$ cat config.mk
export PLATFORM = sky130hd
export DESIGN_NAME = snx_flat
export DESIGN_NICKNAME = d
export VERILOG_FILES = /design/src/rtl/snx_if.sv /design/src/rtl/snx.sv /design/src/flat_wrapper.sv
export SDC_FILE = /design/constraint.sdc
export NUM_CORES = 1
export LEC_CHECK = 0
export ABC_CLOCK_PERIOD_IN_PS = 15590
export BUFFER_PORTS_ARGS = -buffer_cell sky130_fd_sc_hd__buf_2
export CORE_ASPECT_RATIO = 0.9
export CORE_MARGIN = 3
export CORE_UTILIZATION = 24
export CTS_CLUSTER_SIZE = 24
export DETAILED_ROUTE_END_ITERATION = 7
export HOLD_SLACK_MARGIN = 0.15
export PLACE_DENSITY_LB_ADDON = 0.25
export SETUP_SLACK_MARGIN = 0.15
export SLEW_MARGIN = 10
export SYNTH_ARGS = -nofsm -noshare
export SYNTH_HDL_FRONTEND = slang
export SYNTH_SLANG_ARGS = --single-unit
$ cat constraint.sdc
create_clock -name m_clock -period 15.59 [get_ports m_clock]
set_input_delay 0 -clock m_clock [delete_from_list [all_inputs] [get_ports m_clock]]
set_output_delay 0 -clock m_clock [all_outputs]
set_load 0.03 [all_outputs]
$ cat src/rtl/snx_if.sv
// Bus bundle between the snx core and its instruction and data/IO memories.
interface snx_if;
    logic [31:0] inst;
    logic [15:0] datai;
    logic [15:0] datao;
    logic [15:0] iadrs;
    logic [15:0] adrs;
    logic        inst_read;
    logic        inst_write;
    logic        memory_read;
    logic        memory_write;
    logic        wb;
    logic        hlt;

    modport master (
        input  inst, datai,
        output datao, iadrs, adrs, inst_read, inst_write,
               memory_read, memory_write, wb, hlt
    );

    modport slave (
        output inst, datai,
        input  datao, iadrs, adrs, inst_read, inst_write,
               memory_read, memory_write, wb, hlt
    );
endinterface

$ cat src/rtl/snx.sv
// 16-bit SN/X-style core: fetches an instruction pair, executes slot A and,
// when independent, slot B in the same EXEC cycle.
module snx (
    input  logic   m_clock,
    input  logic   p_reset,
    snx_if.master  bus
);

    typedef enum logic [1:0] {FETCH, EXEC, HALT} state_t;

    typedef struct packed {
        logic [3:0]  op;
        logic [1:0]  r3;
        logic [1:0]  r2;
        logic [15:0] imm;
        logic        wr;
        logic [1:0]  wd;
    } slot_t;

    function automatic slot_t decode(input logic [15:0] w);
        slot_t s;
        s.op  = w[15:12];
        s.r3  = w[11:10];
        s.r2  = w[9:8];
        s.imm = {{8{w[7]}}, w[7:0]};
        s.wr  = 1'b0;
        s.wd  = w[7:6];
        case (w[15:12])
            4'h0, 4'h1, 4'h2, 4'h3, 4'h4, 4'h6: s.wr = 1'b1;
            4'h8, 4'ha, 4'hf: begin
                s.wr = 1'b1;
                s.wd = w[9:8];
            end
            default: ;
        endcase
        return s;
    endfunction

    function automatic logic reads_r2(input logic [3:0] op);
        return op inside {4'h0, 4'h1, 4'h2, 4'h3, 4'h4, 4'h6, 4'h9, 4'he};
    endfunction

    function automatic logic reads_r3(input logic [3:0] op);
        return op inside {4'h0, 4'h1, 4'h2, 4'h3, 4'h8, 4'h9, 4'ha, 4'he, 4'hf};
    endfunction

    function automatic logic [15:0] result(input slot_t s, input logic [15:0] v2,
                                           input logic [15:0] v3, input logic [15:0] spc,
                                           input logic [15:0] din);
        case (s.op)
            4'h0:    return v2 + v3;
            4'h1:    return v2 & v3;
            4'h2:    return v2 - v3;
            4'h3:    return ($signed(v2) < $signed(v3)) ? 16'h0001 : 16'h0000;
            4'h4:    return ~v2;
            4'h6:    return {1'b0, v2[15:1]};
            4'h8:    return din;
            4'ha:    return v3 + s.imm;
            4'hf:    return spc + 16'h0001;
            default: return '0;
        endcase
    endfunction

    state_t      state;
    logic [15:0] pc;
    logic [31:0] ir;
    logic [15:0] regs [4];
    logic        halted;

    slot_t       sa, sb, sm;
    logic [15:0] a_v2, a_v3, b_v2, b_v3, m_v2, m_v3;
    logic [15:0] a_res, b_res, a_tgt, b_tgt, pc_next, m_addr;
    logic        a_pairable, dual, a_br, b_br, a_halt, b_halt;
    logic        exec, m_ld, m_st, wr_any;

    always_comb begin
        sa   = decode(pc[0] ? ir[15:0] : ir[31:16]);
        sb   = decode(ir[15:0]);
        a_v2 = regs[sa.r2];
        a_v3 = regs[sa.r3];
        b_v2 = regs[sb.r2];
        b_v3 = regs[sb.r3];

        // B may pair only if it neither reads nor overwrites A's destination.
        a_pairable = !(sa.op inside {4'h7, 4'h8, 4'h9, 4'he, 4'hf});
        dual = !pc[0] && a_pairable &&
               !(sa.wr && ((reads_r2(sb.op) && sb.r2 == sa.wd) ||
                           (reads_r3(sb.op) && sb.r3 == sa.wd) ||
                           (sb.wr && sb.wd == sa.wd)));

        sm     = dual ? sb : sa;
        m_v2   = dual ? b_v2 : a_v2;
        m_v3   = dual ? b_v3 : a_v3;
        m_addr = m_v3 + sm.imm;
        exec   = (state == EXEC);
        m_ld   = exec && sm.op == 4'h8;
        m_st   = exec && sm.op == 4'h9;

        a_res = result(sa, a_v2, a_v3, pc, bus.datai);
        b_res = result(sb, b_v2, b_v3, pc + 16'h0001, bus.datai);
        a_tgt = a_v3 + sa.imm;
        b_tgt = b_v3 + sb.imm;
        a_br  = (sa.op == 4'he && a_v2 == '0) || sa.op == 4'hf;
        b_br  = dual && ((sb.op == 4'he && b_v2 == '0) || sb.op == 4'hf);
        a_halt = sa.op == 4'h7;
        b_halt = dual && sb.op == 4'h7;
        wr_any = exec && (sa.wr || (dual && sb.wr));

        if (a_br)
            pc_next = a_tgt;
        else if (b_br)
            pc_next = b_tgt;
        else if (dual)
            pc_next = pc + 16'h0002;
        else
            pc_next = pc + 16'h0001;
    end

    always_ff @(posedge m_clock or posedge p_reset) begin
        if (p_reset) begin
            state  <= FETCH;
            pc     <= '0;
            ir     <= '0;
            halted <= 1'b0;
            for (int unsigned i = 0; i < 4; i++)
                regs[i] <= '0;
        end else begin
            case (state)
                FETCH: begin
                    ir    <= bus.inst;
                    state <= EXEC;
                end
                EXEC: begin
                    if (sa.wr)
                        regs[sa.wd] <= a_res;
                    if (dual && sb.wr)
                        regs[sb.wd] <= b_res;
                    if (a_halt || b_halt) begin
                        state  <= HALT;
                        halted <= 1'b1;
                    end else begin
                        pc    <= pc_next;
                        state <= FETCH;
                    end
                end
                HALT: ;
                default: state <= FETCH;
            endcase
        end
    end

    // Strobes are gated by reset so they drop the moment reset is asserted.
    assign bus.iadrs        = pc;
    assign bus.inst_read    = (state == FETCH) && !p_reset;
    assign bus.inst_write   = 1'b0;
    assign bus.memory_read  = m_ld && !p_reset;
    assign bus.memory_write = m_st && !p_reset;
    assign bus.wb           = wr_any && !p_reset;
    assign bus.adrs         = (m_ld || m_st) ? m_addr : '0;
    assign bus.datao        = m_st ? m_v2 : '0;
    assign bus.hlt          = halted;

endmodule

$ cat src/flat_wrapper.sv
// flat-port wrapper written by rule: the top's interface ports become plain ports
module snx_flat 
  (m_clock, p_reset, bus_inst, bus_datai, bus_datao, bus_iadrs, bus_adrs, bus_inst_read, bus_inst_write, bus_memory_read, bus_memory_write, bus_wb, bus_hlt);
  snx_if bus_i ();
  input  logic m_clock;
  input  logic p_reset;
  input wire logic [$bits(bus_i.inst)-1:0] bus_inst;
  input wire logic [$bits(bus_i.datai)-1:0] bus_datai;
  output wire logic [$bits(bus_i.datao)-1:0] bus_datao;
  output wire logic [$bits(bus_i.iadrs)-1:0] bus_iadrs;
  output wire logic [$bits(bus_i.adrs)-1:0] bus_adrs;
  output wire logic [$bits(bus_i.inst_read)-1:0] bus_inst_read;
  output wire logic [$bits(bus_i.inst_write)-1:0] bus_inst_write;
  output wire logic [$bits(bus_i.memory_read)-1:0] bus_memory_read;
  output wire logic [$bits(bus_i.memory_write)-1:0] bus_memory_write;
  output wire logic [$bits(bus_i.wb)-1:0] bus_wb;
  output wire logic [$bits(bus_i.hlt)-1:0] bus_hlt;
  assign bus_i.inst = bus_inst;
  assign bus_i.datai = bus_datai;
  assign bus_datao = bus_i.datao;
  assign bus_iadrs = bus_i.iadrs;
  assign bus_adrs = bus_i.adrs;
  assign bus_inst_read = bus_i.inst_read;
  assign bus_inst_write = bus_i.inst_write;
  assign bus_memory_read = bus_i.memory_read;
  assign bus_memory_write = bus_i.memory_write;
  assign bus_wb = bus_i.wb;
  assign bus_hlt = bus_i.hlt;
  snx u_core (.m_clock(m_clock), .p_reset(p_reset), .bus(bus_i));
endmodule
Yosys cells after proc, flatten, opt, wreduce, memory -nomap -nowiden
Index checks and enable logic that the tools add are counted.

operators by class
  $add $sub $neg = 10
  magnitude comparators = 10
  eq/ne operators = 29
  multiplexer cells = 40
  bitwise gates (word level) = 11
  reductions and logical operators = 45

operators by type and width
  kind                     count
  $mux W16                 18
  $pmux W16 S9             2
  $mux W64                 3
  $bmux W16 S2             4
  $bwmux W64               2
  $add A16 B16 Y16         5
  $demux W16 S2            2
  $eq A4 B4 Y1 const B     12
  $add A16 B1 Y16 const B  2
  $and A16 B16 Y16         2
  $logic_not A16 Y1        2
  $lt A16 B16 Y1           2
  $not A16 Y16             2
  $sub A16 B16 Y16         2
  $mux W27                 1
  $eq A4 B3 Y1 const B     6
  $logic_and A1 B1 Y1      20
  $ge A3 B3 Y1 const B     6
  $not A2 Y3               6
  $reduce_or A9 Y1         2
  $add A16 B2 Y16 const B  1
  $eq A4 B2 Y1 const B     4
  $reduce_bool A9 Y1       1
  $eq A4 B1 Y1 const B     2
  16 further kinds         36

word-level totals
  register bits = 115
  input port bits = 50
  output and inout port bits = 54
  word-level logic and storage cells = 153

Depth between registers and ports, before layout
Gate-level depths: netlist of the first run.

  depth after elaboration = 16
  depth in mapped cells = 29
  gate-level depth less buffers = 22

Worst setup path before layout of the first run
OpenSTA, ideal clock, no wires.

  path kind = reg-to-output
  from = register u_core.pc[0] (netlist: u_core.bus.iadrs[0])
  to = output port bus_adrs[13]
  data arrival time = 6073 ps
  data required time = 15590 ps
  path slack = 9517 ps
  stages on the path, launching flop included = 27
  path buffers = 7
  path through = dfrtp_1 buf_6 buf_6 mux2i_1 nand3_1 and2_1 buf_2 xnor2_1 a31oi_1 nand2_1 buf_2 buf_2 buf_2 buf_2 a21oi_1 ha_1 a21o_1 a21oi_1 nor2b_1 o21a_1 o41ai_1 a21oi_1 a221oi_2 a31oi_2 o31ai_1 a21oi_1 nor3b_1

between the ends
  cells in the longest elaborated chain, start to end = 16
  elaborated cells between the ends (all ways) = 45
  those cells by class = add/sub: 1; eq/ne: 16; mux: 9; bitwise: 1; reduce/logical: 18

ends and longest elaborated chain
  what                                               RTL line            RTL
  from (decl)                                        snx.sv:65           logic [15:0] pc;
  from (signal assigned)                             snx.sv:142          pc <= pc_next;
  branches (longest 15 deep; another with $mux W16)  -
  $mux W16 *                                         snx.sv:159          assign bus.adrs = (m_ld || m_st) ? m_addr : '0;
  to (decl)                                          flat_wrapper.sv:11  output wire logic [$bits(bus_i.adrs)-1:0] bus_adrs;

Every way passes the cells marked *. The select of a mux whose other input is x is not followed.

Worst setup path after layout of the first run
  from = register u_core.pc[0] (netlist: u_core.bus.iadrs[0])
  to = output port bus_adrs[15]

The elaborated chain is that of the path after synthesis.

==> results by group, run 1 <==
Floorplanning
  • Die area: 67110 sq um
  • Die height: 246.1 microns
  • Core area: 63030 sq um
  • IO Pins: 104
  • Row cnt: 87
  • Starting density of the core: 24.38%
  • Die X-Extent: 272.7 microns

Status
  • Status: finished, violations left
  • Failing checks: capacitance limit, slew limit

Final layout
  • Syn-to-layout area delta: 15.70%
  • Antenna cells: 0
  • Share of cells above drive strength 1: 18.24%
  • Fillers: 6759
  • Layout Nets: 2102

Synthesis
  • Post-synth EDFFs: 0
  • Ys Warns: 0
  • Post-synthesis sequential area ratio: 18.73%
  • Top post-synthesis cells by area: dfrtp_1 19%, mux4_2 9.4%, ha_1 9.0%
  • Syn nets: 2013
  • Dominant cell type by area after synthesis: dfrtp_1
  • Avg Cell Area, Syn: 8.330 sq um
  • Mapped Area: 15370 sq um
  • Post-synthesis async set-or-reset flop share: 100.0%
  • Predominant post-synthesis flop cell: dfrtp_1
  • Distinct cells, synth: 97
  • Cells after synthesis: 1845
  • Synthesis-stage register bit count: 115
  • Area share of the largest cell type after synthesis: 18.73%

Timing
  • # setup viols final: 0
  • Min Tclk post-route: 7.552 ns
  • Setup Skew: 0.01477 ns
  • Relative slew slack: -4.749%
  • Hold Vio Cnt, Final: 0
  • Fin crit share: 48.44%
  • RSZ-0062 raised after global routing: false
  • Setup TNS: 0 ns
  • Max Transition Viols Final: 5
  • Slew at the pin closest to its max-slew limit: 1.555 ns
  • Fmax: 132.4 MHz

Placed design
  • Hpwl dp: 62540 microns
  • # port buffers: 102
  • Routability cong.: 0.9718

GRT
  • First-pass GRT wire length: 113400 microns
  • Largest net degree at the start of global routing: 72
  • Vias in the first global route: 15620
  • Total GRT Usage: 23.12%
  • Total grt overflow: 0
  • Initial antenna violation count: 3

Drt
  • Vias post-DR: 16640
  • Via/cell ratio: 5.963
  • Drt pass-1 iters: 6
  • Post-DR wirelength/cell: 28.31 microns
  • Number of routed nets with antenna violations: 0
  • Final wirelength: 79000 microns
  • DRC viols: 0
  • Drt initial violations: 2151

Worst hold path
  • Hold Path Class: input pin to flip-flop

Worst setup path
  • Worst-path maximum fanout: 71
  • Req. time, crit path: 15.59 ns
  • Critical Path AT: 7.55 ns
  • Critical Path Sink Type: output port
  • Critical path startpoint category: flip-flop
  • WS Path Type: flip-flop to output port

CTS
  • Clock Path Buffers: 2
  • Post-CTS setup buffer count: 0
  • TritonCTS clock tree: built
  • H-tree levels: 4
  • CTS Buf Count: 17
  • Worst-Skew Late Latency: 0.48 ns
  • Clock sinks: 115
  • Root buf cell: clkbuf_16
  • Reg clk slew, reported paths: 0.07 ns

Run
  • Max-cap check violation count: 1
Yosys cell counts (7+ instances only):
library cell,n
a21o_1,21
mux2i_1,13
a21oi_1,143
a221oi_1,39
or2_2,7
ha_1,111
a221o_1,15
a31oi_1,12
a22oi_1,23
o22ai_1,42
o21ai_0,114
xnor2_1,53
nand2_1,166
mux4_2,64
a2bb2oi_2,14
nor3_1,43
o221ai_1,16
o21bai_1,13
buf_2,31
o211ai_1,25
nor4_1,17
nor2b_1,18
mux2_2,45
nor2_1,167
clkbuf_1,66
nand4_1,12
o2111ai_1,11
nand2b_1,28
dfrtp_1,115
or3_1,21
a2111oi_0,7
and2_1,7
inv_1,84
fa_1,7
nand3_1,41
a211oi_1,21
xor2_1,32
o21a_1,10
o22a_1,17
o31ai_1,9
a222oi_1,12
final cells by class:
| type | instances | area [sq um] | area share, % |
|---|---|---|---|
| clock buffer | 19 | 452.9 | 2.547 |
| inverter | 85 | 321.6 | 1.808 |
| multi-input combinational | 1534 | 11740 | 66.00 |
| sequential | 115 | 2879 | 16.19 |
| tap | 845 | 1057 | 5.946 |
| clock inverter | 12 | 146.4 | 0.8233 |
| timing repair buffer | 181 | 1189 | 6.685 |
through the flow:
stage	util, %	hold WS, ns	instance area (sq um)	setup slack (ns)	cells
detailed placement	26.72	-0.06433	16840	8.794	2726
floorplan	-	0.1118	15370	9.517	1845
global placement	26.72	-0.06522	16840	8.804	2726
global route	28.21	0.2517	17780	7.678	2791
CTS	28.21	0.2108	17780	8.207	2791
finish	28.21	0.2607	17780	8.038	2791
state kept, by name, indices dropped and copies added, names as in the netlist:
| signal | flops |
|---|---|
| u_core.bus.iadrs | 16 |
| u_core.ir | 32 |
| u_core.state | 2 |
| u_core.regs | 64 |
| u_core.bus.hlt | 1 |
placed cells by master, fill, tap and decap left out, drive strengths merged, types with 17 or more instances in the layout:
cell type and instances:
nand3 42, o21ai 116, mux4 64, clkbuf 19, buf 147, dfrtp 115, nand2b 28, nor3 45
a211oi 21, inv 88, xor2 32, xnor2 53, a221oi 40, nand2 168, a21o 21, nor2 168
o211ai 25, dlygate4sd3 34, nor4 17, a21oi 147, a2bb2oi 18, o22a 17, a22oi 23, or3 21
mux2 46, mux2i 18, nor2b 18, ha 111, o22ai 42
logic make-up after synthesis:
group	synth area share (%)
multiplexers	14.21
flip-flops	18.73
other	0.02440
AND/OR/NAND/NOR	17.43
AO/OA/AOI/OAI	29.26
buffers and inverters	5.333
XOR/XNOR	4.999
adder cells (fa/ha/maj)	10.01
repair_timing:
action,CTS,global route
hold endpoints to repair,147,0
hold buffers,34,0
resized for setup,0,0
worst paths after layout:
check | end | start | slack, ns | cells after the start
worst min register to register | u_core.bus.hlt | u_core.bus.hlt | 0.50 | 1
worst max-delay path | bus_adrs[15] | u_core.bus.iadrs[0] | 8.04 | 25
worst max register to register | u_core.regs[16] | u_core.bus.iadrs[0] | 9.42 | 15
max in group asynchronous | u_core.regs[26] | p_reset | 13.81 | 5
worst min-delay path | u_core.regs[30] | bus_datai[14] | 0.26 | 6
min in group asynchronous | u_core.ir[30] | p_reset | 0.59 | 4
critical path, stage by stage, from the launching register on:
cell	delay (ns)
dfrtp_2	0.34
buf_4	0.52
mux2i_4	0.51
a21o_1	0.59
nand3_1	0.38
o21ai_0	0.21
nor3b_1	0.10
a32oi_1	0.35
nand2_2	0.19
buf_4	0.42
nand2_1	0.14
o21ai_0	0.16
ha_1	0.32
a21o_1	0.16
a21oi_1	0.27
nor2b_1	0.08
o21a_1	0.20
o41ai_1	0.33
buf_4	0.20
a21oi_1	0.07
a221oi_2	0.31
a31oi_2	0.17
nor4_1	0.36
o31ai_2	0.12
mux2_1	0.35
buf_2	0.18
per-layer routing:
| metal | global-route usage (%) | up-vias | part of all wire, % |
|---|---|---|---|
| met5 | 0 | - | 0.028 |
| met4 | 8.157 | 4 | 3.5 |
| met3 | 5.784 | 138 | 9.8 |
| met2 | 34.80 | 930 | 43 |
| met1 | 31.94 | 8303 | 43 |
| li1 | - | 7268 | - |
Power of run 1 is left out: the tool's default activity adds up to more than one toggle a clock period on the data nets, which glitch-free logic cannot reach.
==> inputs of run 2 (changes only) <==
ABC_CLOCK_PERIOD_IN_PS = 7500   (was 15590)
clock period = 7.5 ns   (was 15.59 ns; I/O delays follow)
==> results by group, run 2 (synthesis results as in run 1) <==
Worst setup path
  • Worst-path maximum fanout: 21
  • Critical Path Sink Type: output port
  • Worst path slowest cell: dfrtp_2
  • Req. time, crit path: 7.50 ns
  • Crit-path cells: mux2i_4, a21o_1, buf_4, nand3_1, o21ai_0, nor3b_1, a32oi_1, nand2_2, o21ai_0, ha_1, a21o_1, a21oi_1, nor2b_1, o21a_1, o41ai_2, a21oi_1, a221oi_2, a31oi_2, nor4_1, o31ai_2, mux2_1, buf_2
  • Top Family by Delay on Critical Path: compound AO/OA/AOI/OAI gates
  • Worst Path Buf+Inv: 2
  • Critical Path AT: 6.77 ns
  • WS Path Type: flip-flop to output port
  • Critical path startpoint category: flip-flop
  • Max incr delay on CP: 0.72 ns

Timing
  • Setup Skew: 0.02812 ns
  • RSZ-0062 raised after global routing: false
  • Fin crit share: 90.21%
  • # setup viols final: 0
  • Fmax: 147.8 MHz
  • Setup TNS: 0 ns
  • Hold Vio Cnt, Final: 0
  • Slew at the pin closest to its max-slew limit: 1.363 ns
  • Min Tclk post-route: 6.766 ns
  • Relative slew slack: 8.190%
  • Max Transition Viols Final: 0

Final layout
  • Fillers: 6708
  • Commonest cells after routing, fill and taps aside: 165 x nand2_1, 164 x nor2_1, 142 x a21oi_1, 114 x dfrtp_1, 113 x o21ai_0
  • Largest Register: u_core.regs
  • Syn-to-layout area delta: 15.62%
  • Share of cells above drive strength 1: 18.39%
  • Sequential cell area: 2879 sq um
  • Layout Nets: 2104
  • Largest register FFs: 64
  • Final Non-Filler Cells: 2795
  • Area of the multi-input gates: 11750 sq um
  • Most common cell after layout, fill and taps aside: nand2_1

Drt
  • Drt pass-1 iters: 6
  • DRC viols: 0
  • Post-DR wirelength/cell: 28.58 microns
  • Final wirelength: 79870 microns
  • Vias post-DR: 16690
  • Via/cell ratio: 5.971
  • Drt initial violations: 2090
  • Number of routed nets with antenna violations: 0

Placed design
  • Routability cong.: 0.9777
  • # port buffers: 102
  • Hpwl dp: 62700 microns
  • DP Cell Count: 2729

GRT
  • First-pass GRT wire length: 112700 microns
  • Vias in the first global route: 15480
  • Largest net degree at the start of global routing: 75
  • Total grt overflow: 0
  • Total GRT Usage: 23.21%
  • Initial antenna violation count: 3

CTS
  • Clock sinks: 115
  • Clock Path Buffers: 2
  • Root buf cell: clkbuf_16
  • CTS Buf Count: 17
  • TritonCTS clock tree: built
  • H-tree levels: 4
  • Worst-Skew Late Latency: 0.49 ns
  • Reg clk slew, reported paths: 0.05 ns
  • Post-CTS setup buffer count: 0

Floorplanning
  • Die height: 246.1 microns
  • Die X-Extent: 272.7 microns
  • Die area: 67110 sq um
  • IO Pins: 104
  • Starting density of the core: 24.38%
  • Row cnt: 87
  • Core area: 63030 sq um

Worst hold path
  • Hold Path Class: input pin to asynchronous set/reset pin

Run
  • Max-cap check violation count: 0

Status
  • Status: complete, no violations
## run 2: final cells by class
cell class | instances | area share, %
multi-input combinational | 1534 | 66.12
sequential | 115 | 16.20
timing repair buffer | 183 | 6.760
tap | 845 | 5.950
clock buffer | 22 | 2.669
inverter | 85 | 1.810
clock inverter | 8 | 0.4436
antenna | 3 | 0.04225
## run 2: worst paths after layout
check,start,endpoint,slack (ns),cells after the start
setup / recovery,u_core.bus.iadrs[0],bus_adrs[15],0.73,22
hold / removal,p_reset,u_core.ir[22],0.16,3
setup reg to reg,u_core.ir[9],u_core.regs[46],1.58,16
hold reg to reg,u_core.bus.hlt,u_core.bus.hlt,0.47,1
max in group asynchronous,p_reset,u_core.regs[60],5.89,4
min in group m_clock,bus_datai[14],u_core.regs[14],0.26,6
## run 2: timing repair
item                                    CTS  global route
endpoints found under the setup margin    0             5
gates resized for setup                   0             3
hold buffers                             33             0
endpoints found under the hold margin    73             0
## run 2: stage by stage
stage / instance area [sq um] / hold slack (ns) / utilization, % / worst slack (ns)
2_1_floorplan: 15370 / 0.1118 / - / 1.427
3_3_place_gp: 16860 / 0.1359 / 26.76 / 1.107
3_5_place_dp: 16860 / 0.1483 / 26.76 / 0.8857
4_1_cts: 17750 / 0.1723 / 28.16 / 0.3221
5_1_grt: 17760 / 0.2015 / 28.18 / 0.1613
6_report: 17770 / 0.1638 / 28.19 / 0.7340
## run 2: worst register-to-register path, stage by stage, from the launching register on
cell	delay, ns
dfrtp_1	0.75
buf_4	0.40
mux4_2	0.70
inv_1	0.11
ha_1	0.17
inv_1	0.07
fa_1	0.47
a21o_1	0.19
a21oi_1	0.36
o21ai_0	0.17
a31oi_1	0.34
o21ai_0	0.27
a31oi_1	0.46
o21a_1	0.22
o2111ai_1	0.15
nor3b_2	0.70
a221oi_1	0.22
## run 2: routing by layer
metal	vias to the layer above	share of wire, %	global-route usage, %
met3	143	11	6.495
li1	7289	-	-
met2	1030	43	34.99
met4	4	4.1	9.561
met5	-	0.030	0
met1	8224	41	31.09
Power of run 2 is left out for the same reason.
